**src/rtl/iir_m_inv.sv**
```systemverilog
// All-zero inverse of a second-order recursive section: a three-tap FIR over din,
// evaluated sequentially with a single time-shared multiplier, one sample per 6 clocks.
module iir_m_inv #(
   parameter int A0    = 32768,
   parameter int A1    = -31496,
   parameter int A2    = 9456,
   parameter int SHIFT = 15
) (
   input  logic               clk,
   input  logic               rst,
   input  logic signed [17:0] din,
   input  logic               din_valid,
   output logic signed [17:0] dout,
   output logic               dout_valid,
   output logic               busy
);

   typedef enum logic [2:0] {
      IDLE = 3'd0,
      MUL0 = 3'd1,
      MUL1 = 3'd2,
      MUL2 = 3'd3,
      SUM  = 3'd4,
      OUT  = 3'd5
   } state_t;

   localparam logic signed [17:0] C0 = 18'(A0);
   localparam logic signed [17:0] C1 = 18'(A1);
   localparam logic signed [17:0] C2 = 18'(A2);
   localparam logic signed [37:0] RND = (SHIFT > 0) ? (38'sd1 <<< (SHIFT - 1)) : '0;
   localparam logic signed [37:0] SAT_HI = 38'sd131071;
   localparam logic signed [37:0] SAT_LO = -38'sd131072;

   state_t             state, state_nxt;
   logic signed [17:0] x_cur, x_d1, x_d2;
   logic signed [17:0] coef, opnd;
   logic signed [35:0] prod, p0, p1, p2;
   logic signed [37:0] acc, acc_rnd, acc_sh;
   logic signed [17:0] sat_val;

   always_ff @(posedge clk or negedge rst) begin
      if (!rst) state <= IDLE;
      else      state <= state_nxt;
   end

   always_comb begin
      state_nxt = IDLE;
      case (state)
         IDLE:    state_nxt = din_valid ? MUL0 : IDLE;
         MUL0:    state_nxt = MUL1;
         MUL1:    state_nxt = MUL2;
         MUL2:    state_nxt = SUM;
         SUM:     state_nxt = OUT;
         OUT:     state_nxt = IDLE;
         default: state_nxt = IDLE;
      endcase
   end

   assign busy = (state != IDLE);

   // One multiplier; the tap and delay-line operand are steered by the multiply state.
   always_comb begin
      coef = C0;
      opnd = x_cur;
      case (state)
         MUL1: begin
            coef = C1;
            opnd = x_d1;
         end
         MUL2: begin
            coef = C2;
            opnd = x_d2;
         end
         default: ;
      endcase
   end

   assign prod = coef * opnd;

   // Round half toward +inf, then clip to the 18-bit signed range.
   assign acc_rnd = acc + RND;
   assign acc_sh  = acc_rnd >>> SHIFT;

   always_comb begin
      sat_val = acc_sh[17:0];
      if (acc_sh > SAT_HI)      sat_val = 18'sd131071;
      else if (acc_sh < SAT_LO) sat_val = -18'sd131072;
   end

   always_ff @(posedge clk or negedge rst) begin
      if (!rst) begin
         x_cur      <= '0;
         x_d1       <= '0;
         x_d2       <= '0;
         p0         <= '0;
         p1         <= '0;
         p2         <= '0;
         acc        <= '0;
         dout       <= '0;
         dout_valid <= 1'b0;
      end else begin
         dout_valid <= 1'b0;
         case (state)
            IDLE: if (din_valid) x_cur <= din;
            MUL0: p0 <= prod;
            MUL1: p1 <= prod;
            MUL2: p2 <= prod;
            SUM:  acc <= 38'(p0) + 38'(p1) + 38'(p2);
            OUT: begin
               dout       <= sat_val;
               dout_valid <= 1'b1;
               x_d2       <= x_d1;
               x_d1       <= x_cur;
            end
            default: ;
         endcase
      end
   end

endmodule
```
**config.mk**
```make
export PLATFORM = sky130hd
export DESIGN_NAME = iir_m_inv
export DESIGN_NICKNAME = d
export VERILOG_FILES = /design/src/rtl/iir_m_inv.sv
export SDC_FILE = /design/constraint.sdc
export NUM_CORES = 1
export LEC_CHECK = 0
export ABC_AREA = 1
export BUFFER_PORTS_ARGS = -buffer_cell sky130_fd_sc_hd__buf_2
export CAP_MARGIN = 20
export CELL_PAD_IN_SITES_DETAIL_PLACEMENT = 0
export CELL_PAD_IN_SITES_GLOBAL_PLACEMENT = 2
export CORE_MARGIN = 2
export CORE_UTILIZATION = 43
export DETAILED_ROUTE_END_ITERATION = 12
export PLACE_DENSITY = 0.92
export REMOVE_ABC_BUFFERS = 1
export SYNTH_ARGS = -nofsm -noshare
export SYNTH_HDL_FRONTEND = slang
export SYNTH_SLANG_ARGS = --single-unit
```
**constraint.sdc**
```tcl
create_clock -name clk -period 14.9 [get_ports clk]
set_input_delay 1.49 -clock clk [delete_from_list [all_inputs] [get_ports clk]]
set_output_delay 1.49 -clock clk [all_outputs]
set_load 0.02 [all_outputs]
```
; ---- Word-level counts from Yosys, hierarchy flattened
; Index checks and enable logic that the tools add are counted.
[word_totals]
in_bits = 21
output_inout_bits = 20
reg_bits = 222
wordCells = 31
[classes]
mul = 1
muxes = 7
n_lt_le_gt_ge = 2
reduce_logical = 3
eq_ne = 5
add_sub_neg = 3
[op_table]
columns = operator, n
row1 = 18-bit case mux with 2 select lines, 2
row2 = 37-bit by 36-bit adder with 38-bit output, 1
row3 = "38-bit by 16-bit adder with 38-bit output, second input constant", 1
row4 = 36-bit by 36-bit adder with 37-bit output, 1
row5 = 18-bit by 18-bit multiplier with 36-bit output, 1
row6 = 18-bit 2-to-1 mux, 2
row7 = "23-bit by 18-bit greater-than comparator with 1-bit output, second input constant", 1
row8 = "23-bit by 18-bit < comparator with 1-bit output, second input constant", 1
row9 = 3-bit case mux with 5 select lines, 1
row10 = "3-bit by 2-bit equality test with 1-bit output, second input constant", 2
row11 = "3-bit equality test, second input constant", 2
row12 = "3-bit by 1-bit equality test with 1-bit output, second input constant", 1
row13 = 3-bit zero test, 1
row14 = 3-bit nonzero test, 1
row15 = 1-bit 2-to-1 mux, 2
row16 = 2-bit AND reduction, 1

; ---- Depth between registers and ports, before layout
; Gate-level depths: netlist of run 1.
[depth]
word_depth = 4
ltp_mapped = 33

; ---- Worst setup path after synthesis of run 1
; OpenSTA, ideal clock, no wires.
[synth_timing]
path_kind = reg2reg
startpoint = register state[1]
endpoint = register p0[27]
path_stages_with_launch = 26
synth_period_minus_slack_ps = 6388
n_path_buf = 1
required_time_ps = 14782
arrival_time_ps = 6270
slack_ps = 8512
cell_sequence = dfrtp_1 -> inv_1 -> nor2_2 -> inv_2 -> nor2_4 -> inv_2 -> buf_2 -> nor2_1 -> fa_1 -> fa_1 -> inv_1 -> fa_1 -> fa_1 -> inv_1 -> fa_1 -> inv_1 -> fa_1 -> inv_1 -> ha_1 -> a21oi_1 -> o21ai_0 -> a21oi_1 -> nand3_1 -> or2_2 -> nand3_1 -> nand2_1
[synth_between]
elab_chain_len = 3
word_cells_on_any_way = 6
cone_classes = 1 x mul / 3 x eq/ne / 2 x mux
[synth_rtl]
columns = element, line_no
row1 = "start, declared", 34  ; state_t state, state_nxt;
row2 = "start signal, assigned", 43  ; else state <= state_nxt;
row3 = 3-bit by 2-bit equality test with 1-bit output, 65  ; case (state)
row4 = 18-bit case mux with 2 select lines, 65
row5 = 18-bit by 18-bit multiplier with 36-bit output, 78  ; assign prod = coef * opnd;
row6 = "end signal, assigned", 105  ; MUL0: p0 <= prod;
row7 = "end, declared", 37  ; logic signed [35:0] prod, p0, p1, p2;
; Several ways; a longest one is shown, not always the timed one.
; A chain may end at the register's enable or synchronous reset.

; ---- Final worst setup path of run 1
[layout_timing]
startpoint = register state[1]
endpoint = register p1[23]
[layout_between]
elab_chain_len = 3
word_cells_on_any_way = 5
cone_classes = 1 x mul / 2 x eq/ne / 2 x mux
[layout_rtl]
columns = element, line_no
row1 = "3-bit by 2-bit equality test with 1-bit output, on equally long branches", "65, 103"
row2 = 18-bit case mux with 2 select lines, 65
row3 = 18-bit by 18-bit multiplier with 36-bit output, 78
row4 = "end signal, assigned", 106  ; MUL1: p1 <= prod;
row5 = "end, declared", 37
; Several ways; a longest one is shown, not always the timed one.

==> results of run 1 <==
-- Yosys cell counts, drive strengths merged --
cell type    n
a21oi      111
a211oi       2
o2111ai      2
a21o         5
o22ai        4
clkbuf      23
buf         22
inv        490
and3         2
mux2         4
nor3b        1
o211ai       4
nand3b       7
fa         212
dfrtp      199
or2         15
o21bai       6
nand4       19
nand3      120
ha         165
o21a         2
xnor2       21
a31oi        1
nor3        13
nor2       206
a21boi       4
nand2      503
xor2        19
o21ai      157
a22oi        1
nor4         4
-- placed cells by master, fill, tap and decap left out, types with 3 or more instances in the layout --
cell type / count
inv_2: 6
dfrtp_1: 199
nand2_1: 490
a21oi_1: 101
inv_1: 484
nand3_1: 118
buf_4: 11
o22ai_1: 4
or2_2: 14
xor2_1: 19
clkinv_8: 4
fa_1: 212
clkbuf_16: 17
o211ai_1: 4
xnor2_1: 21
buf_2: 39
o21ai_0: 156
nor2_1: 191
a21oi_2: 10
a21o_1: 5
nand2_2: 12
nor2_2: 10
mux2_2: 4
inv_8: 6
o21bai_1: 6
nand4_1: 19
nor4_1: 4
nor3_1: 9
ha_1: 165
a21boi_0: 3
nand3b_1: 7
nor2_4: 4
-- stage by stage --
step / util / std cells / cell area [um2] / setup WS (ps) / hold slack, ps
2_1_floorplan: - / 2299 / 18900 / 7700 / 442
4_1_cts: 0.467 / 2974 / 20600 / 7070 / 488
3_3_place_gp: 0.453 / 2942 / 20000 / 7090 / 461
6_report: 0.468 / 2976 / 20600 / 7020 / 485
5_1_grt: 0.468 / 2975 / 20600 / 6600 / 499
3_5_place_dp: 0.453 / 2942 / 20000 / 7110 / 467
-- layout make-up --
class / count / area (um2) / share of cell area
clock inverters: 15 / 191 / 0.00929
diodes: 1 / 2.50 / 0.000121
clock buffers: 17 / 425 / 0.0206
well taps: 592 / 741 / 0.0359
multi-input cells: 1610 / 12100 / 0.588
repair buffers: 52 / 319 / 0.0155
inverters: 490 / 1840 / 0.0893
flip-flops and latches: 199 / 4980 / 0.242
-- flip-flops by register name, indices dropped and copies added (netlist names) --
signal      flops
x_d1           18
p0             33
acc            24
state           3
dout           18
dout_valid      1
p2             33
p1             33
x_cur          18
x_d2           18
-- kinds of logic (layout without fill, tap and decap cells) --
group,count (synthesis),in the layout,synth area share
compound gates,299,299,0.0844
flops,199,199,0.260
mux,4,4,0.00235
fa+ha+maj,377,377,0.330
simple gates,890,890,0.198
xor+xnor,40,40,0.0183
other cells,0,1,0
buf+inv,535,574,0.107
-- worst paths after layout --
path,startpoint,to,slack [ps],cells past startpoint
setup reg to reg,state[1],p1[23],7020,31
max in group asynchronous,rst,x_d1[13],12570,2
hold reg to reg,x_d2[17],x_d2[17],480,2
setup / recovery,state[1],p1[23],7020,31
hold / removal,x_d2[17],x_d2[17],480,2
min in group asynchronous,rst,dout_valid,950,1
-- worst max-delay path, delay by kind of cell, from the launching register on --
kind / cells / cell delay (ps)
flops: 1 / 460
simple gates: 8 / 1830
buf+inv: 11 / 1470
compound gates: 5 / 980
fa+ha+maj: 7 / 3000
-- layer usage --
layer,track usage,share of wire
met5,0,0
met4,0.125,0.047
met1,0.267,0.40
met3,0.0415,0.035
met2,0.440,0.52
==> summary.txt, run 1 <==
Clocking
  • Post-CTS Setup Inserts: 0
  • Root buffer cell: clkbuf_16
  • CTS max path bufs: 2
  • Clock-pin slew on the worst setup and hold paths: around 90 ps
  • Clk sinks: 199
  • Post_cts resized: 0
  • TritonCTS buffer count: 17
  • Hold-fix buffers at CTS: 0
  • CTS tree: built
  • Skew-Pair Late Insertion Delay: 510 ps
  • H-tree levels: 4

Detailed routing
  • Via/cell ratio: just over 5
  • DRT Pass-1 Iters: 5
  • Final antenna-violating net count: 0
  • DR DRC count: 0
  • First DRT Iteration DRCs: approximately 800
  • DR vias: around 15k
  • Drt total wl: 52800 um
  • Wirelength per Cell: 17.7 um

Critical path
  • Crit path top cell by count: inv_1
  • Critical path type: flip-flop to flip-flop
  • CP Capture Type: flip-flop
  • Top fanout value on the critical path: 58
  • Crit-path slowest cell: nor2_4
  • Crit path largest cell delay: 610 ps
  • Startpoint Class: flip-flop
  • Worst Path Required: 15300 ps
  • Worst EP arrival: 8270 ps

Floorplan
  • DIE WIDTH: 215 um
  • Rows: 77
  • Initial Util: 0.434
  • Die Y: around 210 um
  • Core Area: 44000 um2
  • I/O pins: just over 40
  • Die area: 46200 um2

Global routing
  • Vias in the first global route: 16.0k
  • Antenna violations before repair: 0
  • GRT Total Usage: 0.241
  • First-pass GRT wire length: between 80000 and 90000 um
  • GRT Residual Overflow: 0
  • Largest net degree at the start of global routing: 84

Logic synthesis
  • Post-Syn Area per Cell: 8.16 um2
  • Post-synth cell types: between 40 and 50
  • Top cells by area, synth: dfrtp_1 26%, fa_1 22%, ha_1 11%
  • Synth area leader: dfrtp_1
  • Cells after Synth: about 2.3k
  • Sequential share of the synthesized area: 0.260
  • Cell area after synthesis: approximately 19000 um2
  • Yosys top cell area share: 0.260
  • YS warnings: 0
  • Post-synthesis register bit count: 199

Flow run
  • Max_cap viols: 0

Final layout
  • Layout cells sized above 1: 0.0646
  • Post-layout nets: 2768
  • Area Growth Syn to Fin: 7.72%
  • Filler cells: ~4.5k

STA
  • Worst Tran Pin Value: slightly above 900 ps
  • Fin. Hold Viols: 0
  • RSZ-0062 raised after global routing: false
  • Final min period: 7880 ps
  • Final slew viol count: 0
  • Final setup TNS: 0 ps
  • Period utilization: 0.529
  • # setup viols final: 0
  • Slew HR: 0.388
  • Clock skew: approximately 14 ps
  • Fmax: ~130 MHz

Placed design
  • Buffers on Ports: 40
  • GP Congestion: 0.944
  • Post-detail-place hpwl: 43600 um

Run status
  • Status: finished, final reports clean

Hold path
  • Hold crit path type: flip-flop to flip-flop
Power of run 1 is left out: the tool's default activity adds up to more than one toggle a clock period on the data nets, which glitch-free logic cannot reach.
==> inputs of run 2 (changes only) <==
Settings changed: CORE_UTILIZATION 43 to 40, PLACE_DENSITY 0.92 to 0.87.
Clock period 14.9 ns to 7.5 ns, I/O delays scaled along.
==> run 2 against run 1 <==
  * Final cell count is 1.3% higher
  * Design area is 0.72% higher
  * Die area is 7.4% higher
  * Worst hold slack worse by 290 ps
  * Critical endpoint is now p0[26]
  * Largest cell class unchanged
==> summary.txt, run 2 (same netlist as run 1, synthesis figures left out) <==
Clocking
  • Post_cts resized: 0
  • Skew-Pair Late Insertion Delay: 510 ps
  • CTS max path bufs: 2
  • Hold-fix buffers at CTS: 0
  • TritonCTS buffer count: 17
  • Root buffer cell: clkbuf_16
  • Clock-pin slew on the worst setup and hold paths: roughly 70 ps
  • Post-CTS Setup Inserts: 0
  • Clk sinks: 199
  • H-tree levels: 4
  • CTS tree: built

Floorplan
  • Core Area: 47400 um2
  • Initial Util: 0.403
  • I/O pins: a little over 40
  • DIE WIDTH: 223 um
  • Rows: 80
  • Die Y: 223 um
  • Die area: 49600 um2

Global routing
  • First-pass GRT wire length: between 80000 and 90000 um
  • GRT Residual Overflow: 0
  • Largest net degree at the start of global routing: 79
  • Antenna violations before repair: 0
  • GRT Total Usage: 0.221
  • Vias in the first global route: 15.8k

Placed design
  • DP Cell Count: 2981
  • Buffers on Ports: 40
  • Post-detail-place hpwl: 43600 um
  • GP Congestion: 0.934

Final layout
  • Leading registers by flop count: p0: 33 flops, p1: 33 flops, p2: 33 flops
  • Area Growth Syn to Fin: 8.50%
  • Seq. cell area: 4980 um2
  • Multi-input gate area: 12100 um2
  • Post-layout nets: 2784
  • Layout cells sized above 1: 0.0717
  • Filler cells: around 5k
  • Commonest non-fill, non-tap cell in the layout: nand2_1
  • Most frequent cells in the layout: 490 x nand2_1, 484 x inv_1, 212 x fa_1
  • ANT cells: 0
  • Fin cells: 3014

Critical path
  • Worst Path Required: 7890 ps
  • Crit path top cell by count: fa_1
  • Crit path launch: state[1]
  • Worst R2R Setup Slack: 470 ps
  • Top fanout value on the critical path: 14
  • Crit-path slowest cell: fa_1
  • Worst EP arrival: ~7400 ps
  • Worst reg2reg path depth: 28
  • Startpoint Class: flip-flop
  • Reg-to-Reg Start: state[1]
  • CP Capture Type: flip-flop
  • Critical path type: flip-flop to flip-flop
  • R2r endpoint: p0[26]
  • Crit path largest cell delay: ~560 ps

STA
  • Worst Tran Pin Value: about 1000 ps
  • Slew HR: 0.312
  • WHS: 192 ps
  • Period utilization: 0.937
  • RSZ-0062 raised after global routing: false
  • Final setup TNS: 0 ps
  • Final min period: 7030 ps
  • # setup viols final: 0
  • Fin. Hold Viols: 0
  • Clock skew: around 14 ps
  • Fmax: 142 MHz
  • Final slew viol count: 0

Detailed routing
  • DRT Pass-1 Iters: 4
  • Final antenna-violating net count: 0
  • DR DRC count: 0
  • First DRT Iteration DRCs: approximately 650
  • Drt total wl: 51600 um
  • Via/cell ratio: 4.88
  • Wirelength per Cell: 17.1 um
  • DR vias: 14.7k

Run status
  • Status: finished, final reports clean

Flow run
  • Max_cap viols: 0

Hold path
  • Hold crit path type: input port to asynchronous set/reset pin
run 2: worst max-delay path by stage:
| stage | to | slack, ps | cells after the start |
|---|---|---|---|
| after floorplan | p2[23] | 300 | 25 |
| after global placement | p0[26] | 410 | 27 |
| after detailed placement | p0[25] | 380 | 26 |
| after CTS | p1[25] | 350 | 29 |
| after global routing | p0[26] | 20 | 27 |
| final | p0[26] | 470 | 28 |
run 2: area by class of cell:
cell class / instances / area share
Multi-Input combinational cell: 1610 / 0.584
Sequential cell: 199 / 0.240
Inverter: 490 / 0.0886
Tap cell: 615 / 0.0371
Timing Repair Buffer: 68 / 0.0221
Clock buffer: 18 / 0.0212
Clock inverter: 14 / 0.00736
run 2: worst max-delay path, delay by kind of cell, from the launching register on:
kind,cells,cell delay [ps]
fa+ha+maj,7,3490
flops,1,440
compound gates,2,770
simple gates,10,1170
buf+inv,9,1040
run 2: metal layers:
metal / vias up / track usage / wire length [um]
li1: 7324 / - / -
met1: 7091 / 0.256 / 21700
met2: 222 / 0.410 / 26800
met3: 67 / 0.0304 / 1400
met4: 0 / 0.0870 / 1680
met5: - / 0 / 0
run 2: per-stage QoR:
step            util  setup WS, ps  area, um2
2_1_floorplan      -           303      18900
3_3_place_gp   0.424           410      20100
3_5_place_dp   0.424           382      20100
4_1_cts        0.437           348      20700
5_1_grt        0.437          20.8      20800
6_report       0.437           473      20800
Power of run 2 is left out for the same reason.
==> inputs of run 3 (changes only) <==
Settings changed: ABC_AREA 1 to not set, CORE_MARGIN 2 to 10, CORE_UTILIZATION 40 to 42.
==> run 3 against run 2 <==
  * Highest routed layer unchanged
  * Core utilization up 2.4 points
  * Synthesized cell count down 16%
  * Sequential share of layout area up 1.1 points
  * Design area down 4.2%
  * Register-to-register slack about the same
==> summary.txt, run 3 <==
Run status
  • Status: finished, final reports clean

Logic synthesis
  • Post-synth cell types: 74
  • YS warnings: 0
  • Post-synth top cells: 341 x inv_1, 338 x nand2_1, 212 x fa_1
  • Sequential share of the synthesized area: 0.272
  • Async S/R FF share, synth: 1.00
  • Post-Syn Area per Cell: 9.30 um2
  • Yosys top cell area share: 0.272
  • Cell area after synthesis: around 18000 um2
  • Most frequent cell after synthesis: inv_1
  • Post-synthesis register bit count: about 200
  • Cells after Synth: 1972
  • Top cells by area, synth: dfrtp_1 27%, fa_1 23%, ha_1 11%
  • Synth area leader: dfrtp_1
  • Number of enable flip-flop cells after synthesis: 0
  • Main synth FF type: dfrtp_1

Detailed routing
  • Via/cell ratio: approximately 5.0
  • Drt total wl: 40800 um
  • DR vias: 12.9k
  • Wirelength per Cell: 15.7 um
  • First DRT Iteration DRCs: approximately 500
  • DRT Pass-1 Iters: 5
  • DR DRC count: 0
  • Final antenna-violating net count: 0

Floorplan
  • Initial Util: 0.426
  • I/O pins: 41
  • Core Area: about 43000 um2
  • Rows: 76
  • Die Y: around 230 um
  • DIE WIDTH: about 230 um
  • Die area: around 52000 um2

Global routing
  • Vias in the first global route: roughly 13k
  • GRT Total Usage: 0.161
  • Antenna violations before repair: 0
  • GRT Residual Overflow: 0
  • First-pass GRT wire length: 68200 um
  • Largest net degree at the start of global routing: 76

Placed design
  • GP Congestion: about 0.91
  • DP Area: 19300 um2
  • Buffers on Ports: 40
  • Post-detail-place hpwl: 33200 um

STA
  • Slew HR: 0.326
  • Clock skew: 9.09 ps
  • Fin. Hold Viols: 0
  • Worst Tran Pin Value: 1010 ps
  • Period utilization: 0.935
  • Final min period: 7020 ps
  • Fmax: between 100 and 150 MHz
  • Final slew viol count: 0
  • RSZ-0062 raised after global routing: false
  • # setup viols final: 0

Clocking
  • H-tree levels: 4
  • Root buffer cell: clkbuf_16
  • CTS max path bufs: 2
  • Clk sinks: just under 200
  • Hold-fix buffers at CTS: 0
  • Skew-Pair Late Insertion Delay: 490 ps
  • CTS tree: built
  • Post_cts resized: 0
  • Post-CTS Setup Inserts: 0
  • Clock-pin slew on the worst setup and hold paths: 80 ps
  • TritonCTS buffer count: 17

Final layout
  • Most frequent cells in the layout: 341 x inv_1, 336 x nand2_1, 212 x fa_1
  • Commonest non-fill, non-tap cell in the layout: inv_1
  • Design area: 19900 um2
  • ANT cells: 0
  • Layout cells sized above 1: 0.0796
  • Post-layout nets: 2396
  • Area Growth Syn to Fin: 8.44%
  • Leading registers by flop count: p0: 33 flops, p1: 33 flops, p2: 33 flops

Critical path
  • Worst Path Required: 7920 ps
  • CP Capture Type: flip-flop
  • Crit path launch: state[2]
  • Top fanout value on the critical path: 26
  • Reg-to-Reg Start: state[2]
  • Critical path type: flip-flop to flip-flop
  • Worst EP arrival: 7440 ps
  • Startpoint Class: flip-flop

Hold path
  • Hold crit path type: input port to asynchronous set/reset pin

Flow run
  • Max_cap viols: 0
run 3: cells by family (layout without fill, tap and decap cells):
group | after synthesis | in the layout | synth area share
flip-flops | 199 | 199 | 0.272
AO/OA/AOI/OAI | 325 | 325 | 0.113
adder cells (fa/ha/maj) | 377 | 377 | 0.344
AND/OR/NAND/NOR | 591 | 591 | 0.148
buffers and inverters | 405 | 444 | 0.0838
XOR/XNOR | 51 | 51 | 0.0248
multiplexers | 24 | 24 | 0.0146
run 3: worst max-delay path: stages (launching register included):
cell and delay, ps:
dfrtp_1 430, nand2b_1 190, nor2_2 120, buf_4 290, nand2_1 290, fa_1 680
fa_1 450, inv_1 100, ha_1 410, inv_1 270, fa_1 570, fa_1 440
fa_1 540, inv_1 40, ha_1 410, nand2_1 160, nor2_1 250, nand2_1 90
o21ai_0 230, nand2_1 150, and3_1 220, or4_1 510, nand3_1 90
run 3: path summary, 6_finish.rpt:
path                                end  slack (ps)  cells after the start
worst min register to register  x_d2[3]         460                      2
worst max register to register   p0[34]         480                     22
worst max-delay path             p0[34]         480                     22
worst min-delay path            acc[34]         240                      1
min in group clk                x_d2[3]         460                      2
max in group asynchronous       x_d2[0]        5930                      2
run 3: cell type report:
type | instances | area, um2
Fill cell | 4206 | 23200
Inverter | 342 | 1280
Sequential cell | 199 | 4980
Clock buffer | 18 | 439
Multi-Input combinational cell | 1368 | 11800
Clock inverter | 14 | 165
Timing Repair Buffer | 70 | 442
Tap cell | 585 | 732
run 3: through the flow:
step | worst slack [ps] | util | instances | setup TNS, ps | hold WS, ps
2_1_floorplan | -385 | - | 1909 | -2060 | 438
3_3_place_gp | 542 | 0.447 | 2563 | 0 | 449
3_5_place_dp | 462 | 0.447 | 2563 | 0 | 456
4_1_cts | 434 | 0.461 | 2595 | 0 | 255
5_1_grt | 16.1 | 0.461 | 2596 | 0 | 299
6_report | 485 | 0.461 | 2596 | 0 | 241
run 3: per-layer routing:
metal | track usage | share of wire | vias up
met3 | 0.0303 | 0.037 | 29
met2 | 0.261 | 0.46 | 193
met5 | 0 | 0 | -
li1 | - | - | 6432
met1 | 0.216 | 0.49 | 6254
met4 | 0.0455 | 0.014 | 0
Power of run 3 is left out for the same reason.
